===== src/rtl/bit_count_scheduler.sv =====
// Round-robin scheduler sharing one bit-counter engine among N requesters.
// Defining BIT_COUNT_SCHED_TIMEOUT_EN adds a BUSY watchdog that aborts a stuck job.
module bit_count_scheduler #(
    parameter int unsigned N           = 4,
    parameter int unsigned DW          = 8,
    parameter int unsigned TIMEOUT_CYC = 64
) (
    input  logic                 clk,
    input  logic                 rst,
    input  logic [N-1:0]         req_valid,
    output logic [N-1:0]         req_ready,
    input  logic [N*DW-1:0]      req_data,
    output logic [N-1:0]         rsp_valid,
    input  logic [N-1:0]         rsp_ready,
    output logic [DW-1:0]        rsp_data,
    output logic                 rsp_err,
    output logic                 cnt_valid,
    input  logic                 cnt_ready,
    output logic [DW-1:0]        cnt_data_in,
    input  logic [DW-1:0]        cnt_data_out,
    output logic                 busy,
    output logic [$clog2(N)-1:0] grant_id
);

    localparam int unsigned ID_W = $clog2(N);

    if (N < 2) begin : g_bad_n
        $error("bit_count_scheduler: N must be at least 2");
    end
    if (TIMEOUT_CYC < 2) begin : g_bad_timeout
        $error("bit_count_scheduler: TIMEOUT_CYC must be at least 2");
    end

    typedef enum logic [1:0] {StIdle, StIssue, StBusy, StResp} state_e;

    state_e          state_q, state_d;
    logic [ID_W-1:0] ptr_q, ptr_d;
    logic [ID_W-1:0] id_q, id_d;
    logic [DW-1:0]   word_q, word_d;
    logic            seen_low_q, seen_low_d;
    logic [N-1:0]    rsp_valid_q, rsp_valid_d;
    logic [DW-1:0]   rsp_data_q, rsp_data_d;
    logic            rsp_err_q, rsp_err_d;
    logic            cnt_valid_q, cnt_valid_d;
    logic            busy_q, busy_d;

`ifdef BIT_COUNT_SCHED_TIMEOUT_EN
    localparam int unsigned TW = $clog2(TIMEOUT_CYC);
    logic [TW-1:0] timer_q, timer_d;
`endif

    logic [DW-1:0] req_word [N];
    for (genvar i = 0; i < N; i++) begin : g_word
        assign req_word[i] = req_data[i*DW +: DW];
    end

    // Rotating priority: search starts one past the last requester served.
    logic            grant_vld;
    logic [ID_W-1:0] grant_idx;
    always_comb begin : p_grant
        logic [ID_W-1:0] cand;
        cand      = '0;
        grant_vld = 1'b0;
        grant_idx = '0;
        for (int unsigned k = 1; k <= N; k++) begin
            cand = ID_W'((32'(ptr_q) + k) % N);
            if (!grant_vld && req_valid[cand]) begin
                grant_vld = 1'b1;
                grant_idx = cand;
            end
        end
    end

    always_comb begin
        req_ready = '0;
        if (state_q == StIdle && grant_vld) begin
            req_ready[grant_idx] = 1'b1;
        end
    end

    always_comb begin
        state_d     = state_q;
        ptr_d       = ptr_q;
        id_d        = id_q;
        word_d      = word_q;
        seen_low_d  = seen_low_q;
        rsp_valid_d = rsp_valid_q;
        rsp_data_d  = rsp_data_q;
        rsp_err_d   = rsp_err_q;
        cnt_valid_d = cnt_valid_q;
`ifdef BIT_COUNT_SCHED_TIMEOUT_EN
        timer_d     = timer_q;
`endif
        unique case (state_q)
            StIdle: begin
                if (grant_vld) begin
                    word_d      = req_word[grant_idx];
                    id_d        = grant_idx;
                    cnt_valid_d = 1'b1;
                    state_d     = StIssue;
                end
            end
            StIssue: begin
                if (cnt_ready) begin
                    cnt_valid_d = 1'b0;
                    seen_low_d  = 1'b0;
`ifdef BIT_COUNT_SCHED_TIMEOUT_EN
                    timer_d     = '0;
`endif
                    state_d     = StBusy;
                end
            end
            StBusy: begin
                // Ready may still be high the cycle after accept; only a rise after a low counts.
                if (!cnt_ready) begin
                    seen_low_d = 1'b1;
                end
                if (cnt_ready && seen_low_q) begin
                    rsp_data_d      = cnt_data_out;
                    rsp_err_d       = 1'b0;
                    rsp_valid_d     = '0;
                    rsp_valid_d[id_q] = 1'b1;
                    state_d         = StResp;
                end
`ifdef BIT_COUNT_SCHED_TIMEOUT_EN
                else if (timer_q == TW'(TIMEOUT_CYC - 1)) begin
                    rsp_data_d      = '1;
                    rsp_err_d       = 1'b1;
                    rsp_valid_d     = '0;
                    rsp_valid_d[id_q] = 1'b1;
                    state_d         = StResp;
                end else begin
                    timer_d = timer_q + 1'b1;
                end
`endif
            end
            StResp: begin
                if (rsp_ready[id_q]) begin
                    rsp_valid_d = '0;
                    ptr_d       = id_q;
                    state_d     = StIdle;
                end
            end
        endcase
        busy_d = (state_d != StIdle);
    end

    always_ff @(posedge clk or posedge rst) begin
        if (rst) begin
            state_q     <= StIdle;
            ptr_q       <= ID_W'(N - 1);
            id_q        <= '0;
            word_q      <= '0;
            seen_low_q  <= 1'b0;
            rsp_valid_q <= '0;
            rsp_data_q  <= '0;
            rsp_err_q   <= 1'b0;
            cnt_valid_q <= 1'b0;
            busy_q      <= 1'b0;
        end else begin
            state_q     <= state_d;
            ptr_q       <= ptr_d;
            id_q        <= id_d;
            word_q      <= word_d;
            seen_low_q  <= seen_low_d;
            rsp_valid_q <= rsp_valid_d;
            rsp_data_q  <= rsp_data_d;
            rsp_err_q   <= rsp_err_d;
            cnt_valid_q <= cnt_valid_d;
            busy_q      <= busy_d;
        end
    end

`ifdef BIT_COUNT_SCHED_TIMEOUT_EN
    always_ff @(posedge clk or posedge rst) begin
        if (rst) begin
            timer_q <= '0;
        end else begin
            timer_q <= timer_d;
        end
    end
`endif

    assign rsp_valid   = rsp_valid_q;
    assign rsp_data    = rsp_data_q;
    assign rsp_err     = rsp_err_q;
    assign cnt_valid   = cnt_valid_q;
    assign cnt_data_in = word_q;
    assign busy        = busy_q;
    assign grant_id    = id_q;

endmodule

===== config.mk =====
export PLATFORM = sky130hd
export DESIGN_NAME = bit_count_scheduler
export DESIGN_NICKNAME = d
export VERILOG_FILES = /design/src/rtl/bit_count_scheduler.sv
export SDC_FILE = /design/constraint.sdc
export NUM_CORES = 1
export LEC_CHECK = 0
export BUFFER_PORTS_ARGS = -buffer_cell sky130_fd_sc_hd__clkbuf_2
export CAP_MARGIN = 20
export CORE_AREA = 2 2 70 72
export CTS_CLUSTER_DIAMETER = 80
export CTS_CLUSTER_SIZE = 25
export DETAILED_ROUTE_END_ITERATION = 12
export DIE_AREA = 0 0 72 74
export PLACE_DENSITY = 0.64
export SLEW_MARGIN = 20
export SYNTH_ARGS = -nofsm -noshare
export SYNTH_HDL_FRONTEND = slang
export SYNTH_SLANG_ARGS = --single-unit
export TNS_END_PERCENT = 30

===== constraint.sdc =====
create_clock -name clk -period 2.2 [get_ports clk]
set_input_delay 0.22 -clock clk [delete_from_list [all_inputs] [get_ports clk]]
set_output_delay 0.22 -clock clk [all_outputs]
set_load 0.01 [all_outputs]

=== Yosys cells after proc, flatten, opt, wreduce, memory -nomap -nowiden ===
Index checks and enable logic that the tools add are counted.

* Register bits after elaboration: 29
* Bits of input ports: 51
* Output and inout port bits: 29
* Logic and storage cells: 91

* Add/subtract/negate cells: 4
* Magnitude comparators: 9
* Equal/unequal tests: 8
* Mux-type cells: 39
* Bitwise operators: 1
* Reductions and logical operators: 21

{| class="wikitable"
|+ Operators by type and width
! cell !! count
|-
| $lt A2 B3 Y1 const B || 6
|-
| $bmux W8 S2 || 1
|-
| $mux W2 || 8
|-
| $mux W8 || 2
|-
| $mux W1 || 14
|-
| $mux W4 || 3
|-
| $bmux W1 S2 || 5
|-
| $ne A2 B2 Y1 const B || 5
|-
| $reduce_and A3 Y1 || 3
|-
| $pmux W2 S4 || 1
|-
| $pmux W4 S2 || 1
|-
| $reduce_bool A2 Y1 || 4
|-
| $logic_and A1 B1 Y1 || 7
|-
| $reduce_and A2 Y1 || 3
|-
| $add A2 B1 Y2 const B || 2
|-
| $add A2 B2 Y2 const B || 2
|-
| $demux W1 S2 || 2
|-
| $eq A2 B2 Y1 const B || 2
|-
| $ge A2 B1 Y1 const B || 2
|-
| $pmux W1 S2 || 2
|-
| $ge A3 B3 Y1 const B || 1
|-
| $logic_not A1 Y1 || 3
|-
| $not A2 Y3 || 1
|-
| $eq A2 B1 Y1 const B || 1
|-
| $logic_not A2 Y1 || 1
|}

=== Depth between registers and ports, before layout ===
Gate-level depths: netlist of run 1.

* Depth after elaboration: 18
* Depth in mapped cells: 7
* Mapped depth without buffers: 5

=== Least setup slack after synthesis of run 1 ===
Ideal clock, no wire load.

* Kind: reg2out
* Start: reg ptr_q[1]
* End: out req_ready[3]
* Data arrival time: 1.430 ns
* Data required time: 1.980 ns
* Setup slack: 0.550 ns
* Cell stages (with the launch flop): 6
* Path buffers: 2
* Cells stage by stage: dfstp_2 a21bo_1 and3_1 buf_6 buf_6 nor3_1

* Word-level cells in the longest chain between the ends: 18
* Elaborated cells between the ends (all ways): 33
* Those cells by class: add/sub (4); order compare (2); mux (19); reduce/logical (8)

{| class="wikitable"
|+ RTL lines
! element !! RTL line !! text
|-
| start, declared || 37 || <nowiki>logic [ID_W-1:0] ptr_q, ptr_d;</nowiki>
|-
| start signal, assigned || 151 || <nowiki>ptr_q <= ID_W'(N - 1);</nowiki>
|-
| start signal, assigned || 162 || <nowiki>ptr_q <= ptr_d;</nowiki>
|-
| $add A2 B1 Y2 || 66 || <nowiki>cand = ID_W'((32'(ptr_q) + k) % N);</nowiki>
|-
| $bmux W1 S2 || 67 || <nowiki>if (!grant_vld && req_valid[cand]) begin</nowiki>
|-
| $mux W1 (implied by the code) || 67 ||
|-
| $mux W1 || 67 ||
|-
| $logic_not A1 Y1 || 67 ||
|-
| $logic_and A1 B1 Y1 || 67 ||
|-
| $mux W1 || 67 ||
|-
| $logic_not A1 Y1 || 67 ||
|-
| [2 not listed] || - ||
|-
| $logic_not A1 Y1 || 67 ||
|-
| $logic_and A1 B1 Y1 || 67 ||
|-
| $mux W2 || 67 ||
|-
| $lt A2 B3 Y1 (implied by the code) / $ge A2 B1 Y1 (equally long branches) || 77 || <nowiki>req_ready[grant_idx] = 1'b1;</nowiki>
|-
| $logic_and A1 B1 Y1 (implied by the code) || 77 ||
|-
| $mux W1 (implied by the code) || 77 ||
|-
| $demux W1 S2 || 77 ||
|-
| $mux W4 (*) || 76 || <nowiki>if (state_q == StIdle && grant_vld) begin</nowiki>
|-
| end, declared || 11 || <nowiki>output logic [N-1:0] req_ready,</nowiki>
|}

Mark *: on every way between the ends. The rest lies on a longest branch, timed or not. The select of a mux whose other input is x is not followed.

=== Final worst setup path of run 1 ===
* Start: reg ptr_q[0]
* End: out req_ready[2]

Same word-level chain as after synthesis.

==> out/results.ini, run 1 <==
[power_and_ir_drop]
p_leak_nw=1.13
p_per_area_mw_per_mm2=1270
vdd_drop_max_v=0.000575

[finish]
multi_input_area_sq_um=732
layout_common_cells=clkbuf_2 (78), nand2_1 (31), dfrtp_1 (27), nor2_1 (13), inv_1 (12)
area_growth_pct=37.2
postLayoutCellArea_sq_mm=0.00214
layout_commonest_cell=clkbuf_2
n_fill_cell=448
antenna_cells=0
seq_area_sq_um=728
layout.nets=305
drive_gt1_share_pct=39.2

[synthesis]
synth_nets=221
syn_avg_cell_area_sq_um=9.16
synthCells=170
ys_types=41
yosysWarnings=0
ys_ff_latch=29
synthArstFlopShare_pct=100
netlist_area_sq_mm=0.00156
synth_edf_count=0
ys.flop_type=dfrtp_1
seq_area_frac_synth_pct=46.7

[detailed_routing]
first_pass_iters=4
wire_per_inst_microns=13.3
drc_errors=0
wirelength_microns=4110
via_per_inst=4.96
postRouteAntennaNets=0
via_count=1533
drt_iter0_markers=78

[floorplan]
initial_core_util_pct=33.9
die_h_microns=74
num_rows=25
die_area_sq_mm=0.00533
fp.dieW_microns=72
ios=80
core_sq_mm=0.00460

[placement]
dpl.hpwl_microns=3070
gp_congestion=0.788
port_buffers=78
placed_area_sq_mm=0.00201

[worst_setup_path]
cp_top_family=simple AND/OR/NAND/NOR gates
critPathLaunchType=flip-flop
required_ns=1.98
cp_cell_sequence=nand2b_1 -> a311o_1 -> nor2_4 -> and2_1 -> clkbuf_2
slowest_delay_ns=0.44
cp-end-kind=primary output
worstPathArrival_ns=1.84
path_buf_inv=1
worst-setup-path-type=reg -> out
crit_path_top_delay_cell=a311o_1
path_max_fanout=10

[sta]
finalHoldViolCount=0
fin_crit_ns=2.06
skew_ns=0.00873
finalMaxSlewViolations=0
finalSetupTns_ns=0
period_share_pct=93.6
setup_viol=0
rsz0062_at_grt=false
timing.fmax_mhz=486

[clocking]
clkTransAtPathRegs_ns=0.07
clock_latency_ns=0.29
cts_root_buf=clkbuf_8
post-cts-setup-buffer-count=0
cts_tree=built
clock_sinks=29
htree_levels=2
clk_path_buf_depth=2
cts_buffers=5

[global_routing]
antenna_found_initial=0
grt_max_degree=30
grt_pass1_vias=1443
grt_pass1_wl_microns=6560
grt_usage_pct=16.1
globalRouteOverflowTotal=0

[flow_run]
drv_cap=0

[min_path]
hold_class=in -> reg

[run_status]
status=finished clean

-- path summary, 6_finish.rpt --
kind	end	slack [ns]	startpoint	cells after the start
setup / recovery	req_ready[2]	0.14	ptr_q[0]	5
hold / removal	rsp_data[4]	0.11	cnt_data_out[4]	3
setup reg to reg	cnt_data_in[7]	0.49	ptr_q[0]	5
hold reg to reg	rsp_data[0]	0.48	rsp_data[0]	2
max in group asynchronous	ptr_q[1]	1.35	rst	4
min in group asynchronous	rsp_valid[3]	0.52	rst	4
-- metrics by stage --
| stage | util [%] | total power, mW | worst slack, ns | hold slack (ns) | std cells |
|---|---|---|---|---|---|
| final | 46.5 | 2.72 | 0.140 | 0.115 | 309 |
| after global routing | 46.5 | 2.94 | 0.0601 | 0.126 | 309 |
| after CTS | 46.4 | 2.74 | 0.0321 | 0.114 | 309 |
| after detailed placement | 43.8 | 2.19 | 0.351 | 0.295 | 300 |
| after global placement | 43.8 | 2.17 | 0.389 | 0.293 | 300 |
| after floorplan | - | 1.75 | 0.550 | 0.297 | 170 |
-- report_power, final --
group	internal, mW	switching (mW)
logic	0.528	0.659
registers	0.794	0.196
clock network	0.336	0.210
-- worst register-to-register path, stage by stage, from the launching register on --
cell and delay, ns:
dfstp_2 0.55, nand2b_1 0.13, a311o_1 0.31, nand2_2 0.20, o32ai_1 0.32, a21oi_1 0.07
-- layer usage --
metal  GRT usage [%]  share of wire [%]  up-vias
met5               0                  0        -
met4            9.85                2.0        0
met3            3.12                4.0        9
met2            26.6                 51       30
met1            19.7                 43      730
li1                -                  -      764
-- cell type report --
class                   instances  area share (%)
multi-input cells             119            34.3
well taps                      54            3.16
clock buffers                   6            3.40
repair buffers                 86            21.2
clock inverters                 2            1.64
inverters                      13            2.28
flip-flops and latches         29            34.1
-- cells in the mapped netlist (all sizes together), types with 2 or more instances --
cell	n	area [sq um]
dfrtp	27	676
a31oi	8	50.1
o21ai	5	25.0
nand3	2	10.0
and4	2	17.5
or2	2	12.5
nor2	14	55.1
o32ai	2	17.5
buf	4	35.0
nor3	2	10.0
a21oi	6	30.0
a21o	2	15.0
clkbuf	5	18.8
mux2	2	22.5
a32o	2	20.0
mux2i	8	80.1
and2	2	13.8
o31ai	2	15.0
nand2b	4	25.0
a211oi	12	95.1
dfstp	2	52.6
nand2	32	123
inv	12	45.0
-- timing repair --
action / in CTS / in global routing
endpoints found under the setup margin: 0 / 1
resized for setup: 0 / 1
hold buffers: 1 / 0
hold endpoints to repair: 27 / 0
-- state kept, by name, summed over array words and instances (netlist names) --
name,flops
busy,1
cnt_data_in,8
cnt_valid,1
grant_id,2
ptr_q,2
rsp_data,8
rsp_valid,4
seen_low_q,1
state_q,2
-- kinds of logic (layout without fill, tap and decap cells) --
group | Yosys count | count (layout) | share of synthesized area, %
simple gates | 65 | 65 | 19.2
compound gates | 42 | 42 | 19.0
flops | 29 | 29 | 46.7
buf+inv | 22 | 107 | 6.59
mux | 11 | 11 | 8.27
other cells | 1 | 1 | 0.241
(Power assumes the default switching activity.)
==> inputs of run 2 (changes only) <==
- CELL_PAD_IN_SITES_DETAIL_PLACEMENT: unset -> 1
- CELL_PAD_IN_SITES_GLOBAL_PLACEMENT: unset -> 1
- CORE_AREA: 2 2 70 72 -> 2 2 73 75
- DIE_AREA: 0 0 72 74 -> 0 0 75 77
- PLACE_DENSITY: 0.64 -> 0.79
==> out/results.ini, run 2 (synthesized netlist as in run 1, its figures left out) <==
[run_status]
status=finished clean

[finish]
n_fill_cell=626
drive_gt1_share_pct=38.8
utilization_pct=43.0
area_growth_pct=37.3
layout_commonest_cell=clkbuf_2
postLayoutCellArea_sq_mm=0.00214
layout.nets=305
layoutNonFillerInstCount=325
layout_common_cells=clkbuf_2 (78), nand2_1 (31), dfrtp_1 (27), nor2_1 (13), inv_1 (12)
antenna_cells=0

[power_and_ir_drop]
p_per_area_mw_per_mm2=1230
p_leak_nw=1.11
report.power.total_mw=2.63
vdd_drop_max_v=0.000585

[clocking]
clock_latency_ns=0.28
cts_buffers=5
clkTransAtPathRegs_ns=0.06
clock_sinks=29
htree_levels=2
cts_root_buf=clkbuf_8
clk_path_buf_depth=2
cts_tree=built

[floorplan]
die_area_sq_mm=0.00578
core_sq_mm=0.00498
initial_core_util_pct=31.3
num_rows=26
ios=80
fp.dieW_microns=75
die_h_microns=77

[worst_setup_path]
endpoint=req_ready[0]
path_max_fanout=17
crit_path_top_delay_cell=dfstp_2
required_ns=1.98
worstPathArrival_ns=1.81
r2r-start=grant_id[0]
cp_cell_sequence=nand2b_1 -> a21bo_1 -> and3_2 -> buf_8 -> nor2b_1 -> clkbuf_2
cp-end-kind=primary output
rrSetupSlack_ns=0.47
path_buf_inv=2
r2r_end=rsp_valid[0]
crit_start=ptr_q[0]
rr_worst_depth=5
cp_top_family=flip-flops
critPathLaunchType=flip-flop
worst-setup-path-type=reg -> out
crit_cells=6
slowest_delay_ns=0.55

[sta]
setup_viol=0
timing.final.ws_setup_ns=0.168
maxSlewHeadroom_pct=61.4
tightestPinTransition_ns=0.574
hold_slack_ns=0.131
finalMaxSlewViolations=0
period_share_pct=92.4
fin_crit_ns=2.03
timing.fmax_mhz=492
rsz0062_at_grt=false
finalHoldViolCount=0
skew_ns=0.00704
finalSetupTns_ns=0

[detailed_routing]
postRouteAntennaNets=0
wirelength_microns=4520
wire_per_inst_microns=13.9
drt_iter0_markers=67
first_pass_iters=4
via_per_inst=4.77
drc_errors=0
via_count=1549

[min_path]
hold_class=in -> reg

[placement]
pre_cts_slack_ns=0.350
gp_congestion=0.765
placed_area_sq_mm=0.00203
port_buffers=78
dpl.hpwl_microns=3500
post-place-cells=316

[global_routing]
grt_usage_pct=17.3
grt_pass1_wl_microns=7600
grt_pass1_vias=1610
globalRouteOverflowTotal=0
antenna_found_initial=0
grt_max_degree=18

[flow_run]
drv_cap=0

[run 2: worst min-delay path by stage]
stage                          from           to  slack [ns]  cells past startpoint
floorplan                       rst         busy        0.30                      1
global placement                rst  rsp_data[0]        0.29                      2
detailed placement              rst  rsp_data[0]        0.27                      2
CTS                 cnt_data_out[3]  rsp_data[3]        0.13                      3
global route        cnt_data_out[6]  rsp_data[6]        0.14                      3
finish              cnt_data_out[3]  rsp_data[3]        0.13                      3
[run 2: final cells by class]
type,instances,area (sq um),area share (%)
inverters,13,48.8,2.28
clock buffers,8,80.1,3.74
multi-input cells,119,733,34.3
well taps,70,87.6,4.10
flip-flops and latches,29,728,34.1
repair buffers,86,460,21.5
[run 2: metal layers]
layer	global-route usage, %	up-vias	routed length (microns)
met1	21.5	749	1940
met4	6.43	0	77
met2	28.1	37	2290
met5	0	-	0
met3	4.73	6	211
li1	-	757	-
[run 2: worst min-delay path: stages]
cell	delay, ns
clkbuf_2	0.07
nand2_1	0.04
nand2_1	0.04
[run 2: what timing repair did]
item | 4_1_cts | 5_1_grt
resized for setup | 0 | 4
hold endpoints to repair | 13 | 0
hold buffers | 1 | 0
setup endpoints to repair | 0 | 2
buffers inserted | 0 | 0
[run 2: where the power goes]
part / switching, mW / internal [mW] / leakage, nW / total [mW]
clock network: 0.196 / 0.224 / 0.0395 / 0.420
logic: 0.682 / 0.541 / 0.725 / 1.22
registers: 0.193 / 0.794 / 0.349 / 0.987
total: 1.07 / 1.56 / 1.11 / 2.63
==> inputs of run 3 (changes only) <==
- ABC_CLOCK_PERIOD_IN_PS: unset -> 2200
- CORE_AREA: 2 2 73 75 -> 2 2 62 88
- DIE_AREA: 0 0 75 77 -> 0 0 64 90
==> out/results.ini, run 3 (synthesized netlist as in run 1, its figures left out) <==
[floorplan]
initial_core_util_pct=31.1
die_h_microns=90
core_sq_mm=0.00500
fp.dieW_microns=64
die_area_sq_mm=0.00576
num_rows=31
ios=80

[sta]
timing.fmax_mhz=490
rsz0062_at_grt=false
tightestPinTransition_ns=0.618
finalSetupTns_ns=0
period_share_pct=92.8
setup_viol=0
skew_ns=0.00467
hold_slack_ns=-0.0146
finalHoldViolCount=15
maxSlewHeadroom_pct=58.7
finalMaxSlewViolations=0
fin_crit_ns=2.04

[finish]
antenna_cells=0
drive_gt1_share_pct=39.6
n_fill_cell=617
layout_common_cells=clkbuf_2 (78), nand2_1 (31), dfrtp_1 (27), nor2_1 (13), inv_1 (12)
postLayoutCellArea_sq_mm=0.00213
area_growth_pct=36.9
layout.nets=305
layout_commonest_cell=clkbuf_2

[clocking]
cts_buffers=5
clkTransAtPathRegs_ns=0.06
clock_sinks=29
hold_buffers=0
clock_latency_ns=0.28
clk_path_buf_depth=2
cts_tree=built
htree_levels=2
cts_root_buf=clkbuf_8

[global_routing]
antenna_found_initial=0
grt_pass1_wl_microns=7260
globalRouteOverflowTotal=0
grt_usage_pct=16.1
grt_pass1_vias=1518
grt_max_degree=17

[worst_setup_path]
rrSetupSlack_ns=0.36
required_ns=1.98
path_max_fanout=10
crit_path_top_delay_cell=a311o_1
cp_cell_sequence=nand2b_1 -> a311o_1 -> nor2_4 -> and2_1 -> clkbuf_2
path_buf_inv=1
worstPathArrival_ns=1.82
cp_top_family=simple AND/OR/NAND/NOR gates
cp-end-kind=primary output
worst-setup-path-type=reg -> out
critPathLaunchType=flip-flop
slowest_delay_ns=0.43

[placement]
gp_congestion=0.811
dpl.hpwl_microns=3520
placed_area_sq_mm=0.00204
port_buffers=78

[min_path]
hold_class=in -> async

[power_and_ir_drop]
p_per_area_mw_per_mm2=1250
vdd_drop_max_v=0.000416
p_leak_nw=1.12
report.power.total_mw=2.66

[run_status]
violations=hold timing
status=finished, violations left

[detailed_routing]
first_pass_iters=3
postRouteAntennaNets=0
wire_per_inst_microns=13.8
drt_iter0_markers=55
via_count=1565
wirelength_microns=4440
via_per_inst=4.88
drc_errors=0

[flow_run]
drv_cap=0

## run 3: layout make-up
| type | count | area, sq um | share of cell area, % |
|---|---|---|---|
| clock buffers | 8 | 90.1 | 4.22 |
| inverters | 13 | 48.8 | 2.29 |
| multi-input cells | 119 | 733 | 34.4 |
| flip-flops and latches | 29 | 728 | 34.1 |
| well taps | 66 | 82.6 | 3.87 |
| repair buffers | 86 | 450 | 21.1 |
## run 3: path summary, 6_finish.rpt
kind	depth (start not counted)	endpoint	startpoint
hold reg to reg	2	rsp_data[7]	rsp_data[7]
hold / removal	2	rsp_data[6]	rst
setup / recovery	5	req_ready[2]	ptr_q[0]
setup reg to reg	6	cnt_data_in[3]	ptr_q[0]
min in group clk	3	rsp_data[6]	cnt_data_out[6]
max in group asynchronous	3	ptr_q[1]	rst
## run 3: power breakdown
group	switching [mW]	total (mW)	internal, mW	leakage [nW]
clock network	0.201	0.455	0.255	0.0455
registers	0.195	0.989	0.794	0.349
logic	0.682	1.22	0.538	0.723
total	1.08	2.66	1.59	1.12
## run 3: stage by stage
step	instances	worst slack [ns]	hold slack (ns)	utilization, %
after CTS	321	0.00659	0.0107	42.5
after global routing	321	0.0660	0.0364	42.6
after global placement	313	0.292	0.319	40.7
after floorplan	170	0.550	0.297	-
final	321	0.159	-0.0146	42.6
after detailed placement	313	0.203	0.318	40.7
## run 3: what timing repair did
item                       4_1_cts  5_1_grt
resized for setup                0        2
setup endpoints to repair        0        3
setup buffers                    0        0
## run 3: per-layer routing
| metal | vias up | wire, microns | global-route usage [%] |
|---|---|---|---|
| met3 | 6 | 306 | 5.13 |
| li1 | 758 | - | - |
| met5 | - | 0 | 0 |
| met1 | 747 | 1750 | 18.4 |
| met2 | 54 | 2300 | 27.5 |
| met4 | 0 | 71 | 5.98 |
